`src/rtl/multi_4bit_core_if.sv`:
```
// Operand/result bus for the 4x4 array multiplier.
// The master side supplies operands; the slave side returns the registered result.
interface multi_4bit_core_if;
  logic [3:0] A;
  logic [3:0] B;
  logic       cin;
  logic       in_valid;
  logic [7:0] C;
  logic       out_valid;

  modport master (
    output A,
    output B,
    output cin,
    output in_valid,
    input  C,
    input  out_valid
  );

  modport slave (
    input  A,
    input  B,
    input  cin,
    input  in_valid,
    output C,
    output out_valid
  );
endinterface

```
`src/rtl/multi_4bit_core.sv`:
```
// Unsigned 4x4 array multiplier with carry-in: C = A*B + cin.
// AND-gate partial products are reduced by three ripple adder rows; the
// carry-in enters the bit-0 position of the first row. One register stage.
module multi_4bit_core (
  input  logic                  clk,
  input  logic                  reset,
  multi_4bit_core_if.slave      bus
);

  // Full-adder sum bit.
  function automatic logic fa_sum(input logic a, input logic b, input logic c);
    return a ^ b ^ c;
  endfunction

  // Full-adder carry bit.
  function automatic logic fa_carry(input logic a, input logic b, input logic c);
    return (a & b) | (a & c) | (b & c);
  endfunction

  // One ripple adder row built from full adders, 8 bits wide.
  function automatic logic [7:0] ripple_add(input logic [7:0] x,
                                            input logic [7:0] y,
                                            input logic       ci);
    logic [7:0] s;
    logic       c;
    s = 8'h00;
    c = ci;
    for (int k = 0; k < 8; k++) begin
      s[k] = fa_sum(x[k], y[k], c);
      c    = fa_carry(x[k], y[k], c);
    end
    return s;
  endfunction

  logic [3:0] pp_s [4];
  logic [7:0] row1_s;
  logic [7:0] row2_s;
  logic [7:0] row3_s;

  // Partial products: pp[i][j] = A[j] & B[i].
  always_comb begin
    for (int i = 0; i < 4; i++) begin
      for (int j = 0; j < 4; j++) begin
        pp_s[i][j] = bus.A[j] & bus.B[i];
      end
    end
  end

  // Three adder rows fold the four shifted partial-product rows; the
  // first row takes cin as its bit-0 carry so the sum never needs a fifth row.
  always_comb begin
    row1_s = ripple_add({4'h0, pp_s[0]}, {3'b000, pp_s[1], 1'b0}, bus.cin);
    row2_s = ripple_add(row1_s, {2'b00, pp_s[2], 2'b00}, 1'b0);
    row3_s = ripple_add(row2_s, {1'b0, pp_s[3], 3'b000}, 1'b0);
  end

  // Result register: capture on valid input, hold C otherwise; reset clears.
  always_ff @(posedge clk) begin
    if (reset) begin
      bus.C         <= 8'h00;
      bus.out_valid <= 1'b0;
    end else if (bus.in_valid) begin
      bus.C         <= row3_s;
      bus.out_valid <= 1'b1;
    end else begin
      bus.C         <= bus.C;
      bus.out_valid <= 1'b0;
    end
  end

endmodule

```
`src/flat_wrapper.sv`:
```
// flat-port wrapper written by rule: the top's interface ports become plain ports
module multi_4bit_core_flat 
  (clk, reset, bus_A, bus_B, bus_cin, bus_in_valid, bus_C, bus_out_valid);
  multi_4bit_core_if bus_i ();
  input  logic clk;
  input  logic reset;
  input wire logic [$bits(bus_i.A)-1:0] bus_A;
  input wire logic [$bits(bus_i.B)-1:0] bus_B;
  input wire logic [$bits(bus_i.cin)-1:0] bus_cin;
  input wire logic [$bits(bus_i.in_valid)-1:0] bus_in_valid;
  output wire logic [$bits(bus_i.C)-1:0] bus_C;
  output wire logic [$bits(bus_i.out_valid)-1:0] bus_out_valid;
  assign bus_i.A = bus_A;
  assign bus_i.B = bus_B;
  assign bus_i.cin = bus_cin;
  assign bus_i.in_valid = bus_in_valid;
  assign bus_C = bus_i.C;
  assign bus_out_valid = bus_i.out_valid;
  multi_4bit_core u_core (.clk(clk), .reset(reset), .bus(bus_i));
endmodule
```
`config.mk`:
```
export PLATFORM = sky130hd
export DESIGN_NAME = multi_4bit_core_flat
export DESIGN_NICKNAME = d
export VERILOG_FILES = /design/src/rtl/multi_4bit_core_if.sv /design/src/rtl/multi_4bit_core.sv /design/src/flat_wrapper.sv
export SDC_FILE = /design/constraint.sdc
export NUM_CORES = 1
export LEC_CHECK = 0
export ABC_AREA = 1
export CORE_MARGIN = 4
export CORE_UTILIZATION = 40
export CTS_BUF_LIST = sky130_fd_sc_hd__clkbuf_4
export DETAILED_ROUTE_END_ITERATION = 12
export HOLD_SLACK_MARGIN = 0.03
export PLACE_DENSITY = 0.72
export RECOVER_POWER = 100
export SETUP_SLACK_MARGIN = 0.4
export SLEW_MARGIN = 40
export SYNTH_ARGS = -nofsm -noshare
export SYNTH_HDL_FRONTEND = slang
export SYNTH_SLANG_ARGS = --single-unit
```
`constraint.sdc`:
```
create_clock -name clk -period 6.3 [get_ports clk]
set_input_delay 1.26 -clock clk [delete_from_list [all_inputs] [get_ports clk]]
set_output_delay 1.26 -clock clk [all_outputs]
set_load 0.01 [all_outputs]
```
==> impl_results.md <==
- Pint: 118 uW
- Core area: 0.00154 sq mm
- Post-synthesis cell type count: 10
- Most common cell after layout, fill and taps aside: nand2_1
- Type of origin of the critical path: input pin
- Final-layout fill cell count: 154
- Sink Count: 9
- I/O pin count: 21
- Wire per inst: 9.42 microns
- Endpoint class of the critical path: flip-flop
- Slew headroom: 68.4%
- PostCTS Resize Cnt: 0
- DR vias: 579
- Adder and majority gate portion of the synthesized area: 34.2%
- Maxcap violations: 0
- Clock Path Buffers: 2
- RD Place Congestion: 0.744
- Post-synthesis xor/xnor area fraction: 0%
- Layout cells sized above 1: 5.45%
- Mapped Cells: 87
- CTS buffer count: 3
- Synth warn: 0
- Final Cycle Share: 90.7%
- Reg clk slew, reported paths: 0.06 ns
- Syn_nets: 112
- Global-route wire length before repair: 2130 microns
- Setup tns final: 0 ns
- Die ar.: 0.00240 sq mm
- DP Area: 882 sq um
- Crit path DAT: 5.87 ns
- Critical path peak fanout: 4
- Setup CP Type: in -> reg
- Netlist Area Pre-Place: 673 sq um
- Slew @ Worst Pin: 0.472 ns
- Switching power: 50.1 uW
- Worst clock skew: 0 ns
- Compound-Gate Fraction of Synth Area: 3.53%
- PwrDens: 184 mW/mm^2
- RSZ-0062 raised after global routing: no
- Layout net count: 136
- Starting DRT DRC Count: 11
- Largest family of logic cells by synthesized area: adder cells
- GRT Util Overall: 11.4%
- Antenna viol nets, final: 0
- Slew Limit Fails: 0
- Sequential power share: 38.4%
- Mux contribution to synthesized area: 0%
- Fin crit period: 5.71 ns
- Die W: 49.0 microns
- Run status: finished clean
- IO buf count: 20
- Register area share after synthesis: 26.8%
- Endpoints failing hold: 0
- Post-route cell area: 912 sq um
- #FFs+latches synth: 9
- Die height: 49.0 microns
- Initial antenna violation count: 0
- Mean Syn Cell Area: 7.74 sq um
- Gate power share: 32.7%
- Commonest cells after routing, fill and taps aside: 25 x nand2_1, 19 x inv_1, 15 x nor2_1
- Pin count of the biggest net entering global routing: 15
- Maximum vdd drop: 70.1 uV
- Pwr Total: 168 uW
- Final setup violation count: 0
- Hold WS: 0.465 ns
- DRT Pass-1 Iters: 6
- Switching Share: 29.8%
- Diode count: 0
- Initial Util: 43.7%
- Simple-Gate Fraction of Synth Area: 23.2%
- Reg2reg setup slack: 5.67 ns
- Final Routed Wirelength: 1190 microns
- # hold bufs at CTS: 0
- Highest Clock Rate: 175 MHz
- DP HPWL: 1010 microns
- Number of global-route vias before repair: 558
- Clock root cell: clkbuf_4
- Critical path required time: 6.46 ns
- Clk pwr share: 28.9%
- DRC Markers: 0
- H-Tree Depth: 1
- HP Class: reg -> reg
- Area delta synth->final: 35.5%
- Total setup buffers inserted after CTS: 0
- Lkg Pwr: 0.000483 uW
- Grt ovf: 0
- FP Rows: 14
- Via-to-Cell Ratio: 4.60
- Clock Latency Late Sink: 0.26 ns
- CTS tree: yes
[power groups by stage]
stage                     Clock (uW)  Combinational, uW  Sequential (uW)
after global placement             0               55.8             65.9
after global routing            53.0               64.1             65.1
after floorplan                    0               30.0             68.8
after detailed placement           0               58.3             66.0
final                           48.5               55.1             64.6
after CTS                       49.0               58.7             64.9
[routing by layer]
layer	up-vias	track usage, %	share of wire [%]
li1	296	-	-
met1	263	11.8	42
met2	18	20.4	51
met3	2	2.75	5.6
met4	0	6.73	0.67
met5	-	0	0
[cells in the mapped netlist]
cell type,n,share of area [%]
buf_6,1,1.7
dfxtp_1,9,27
fa_1,9,27
ha_1,4,7.4
inv_1,19,11
nand2_1,25,14
nor2_1,15,8.4
nor2_2,1,0.93
o21ai_0,3,2.2
o21ai_2,1,1.3
[final timing paths]
check,cells past startpoint,end,start
setup reg to reg,2,u_core.bus.C[2],u_core.bus.C[2]
hold reg to reg,2,u_core.bus.C[1],u_core.bus.C[1]
setup / recovery,18,u_core.bus.C[6],bus_A[0]
hold / removal,2,u_core.bus.C[1],u_core.bus.C[1]
[area by class of cell]
class | instances | area [sq um] | area share (%)
clock buffer | 4 | 30.0 | 3.29
multi-input combinational | 58 | 410 | 45.0
inverter | 19 | 71.3 | 7.82
tap | 16 | 20.0 | 2.19
timing repair buffer | 20 | 200 | 21.9
sequential | 9 | 180 | 19.8
[flip-flops by register name, summed over array words and instances (netlist names)]
register,cells
u_core.bus.out_valid,1
u_core.bus.C,8
[worst max-delay path, stage by stage]
cell           delay (ns)
dlygate4sd3_1        0.60
nand2_1              0.07
inv_1                0.05
ha_1                 0.13
inv_1                0.05
fa_1                 0.37
fa_1                 0.39
fa_1                 0.49
inv_1                0.06
fa_1                 0.41
inv_1                0.07
fa_1                 0.43
fa_1                 0.44
fa_1                 0.39
fa_1                 0.49
nand2_1              0.05
inv_1                0.08
nor2_2               0.04
[per-stage QoR]
step                      std cells  utilization (%)  worst slack (ns)
final                           126             59.2             0.587
after detailed placement        122             57.2             0.347
after global placement          122             57.2             0.429
after CTS                       126             59.2             0.637
after floorplan                  87                -              1.09
after global routing            126             59.2             0.383
[kinds of logic after synthesis]
family                   count (synthesis)
flip-flops                               9
AND/OR/NAND/NOR                         41
AO/OA/AOI/OAI                            4
buffers and inverters                   20
adder cells (fa/ha/maj)                 13
No activity file was read; power rests on OpenSTA's default activity.
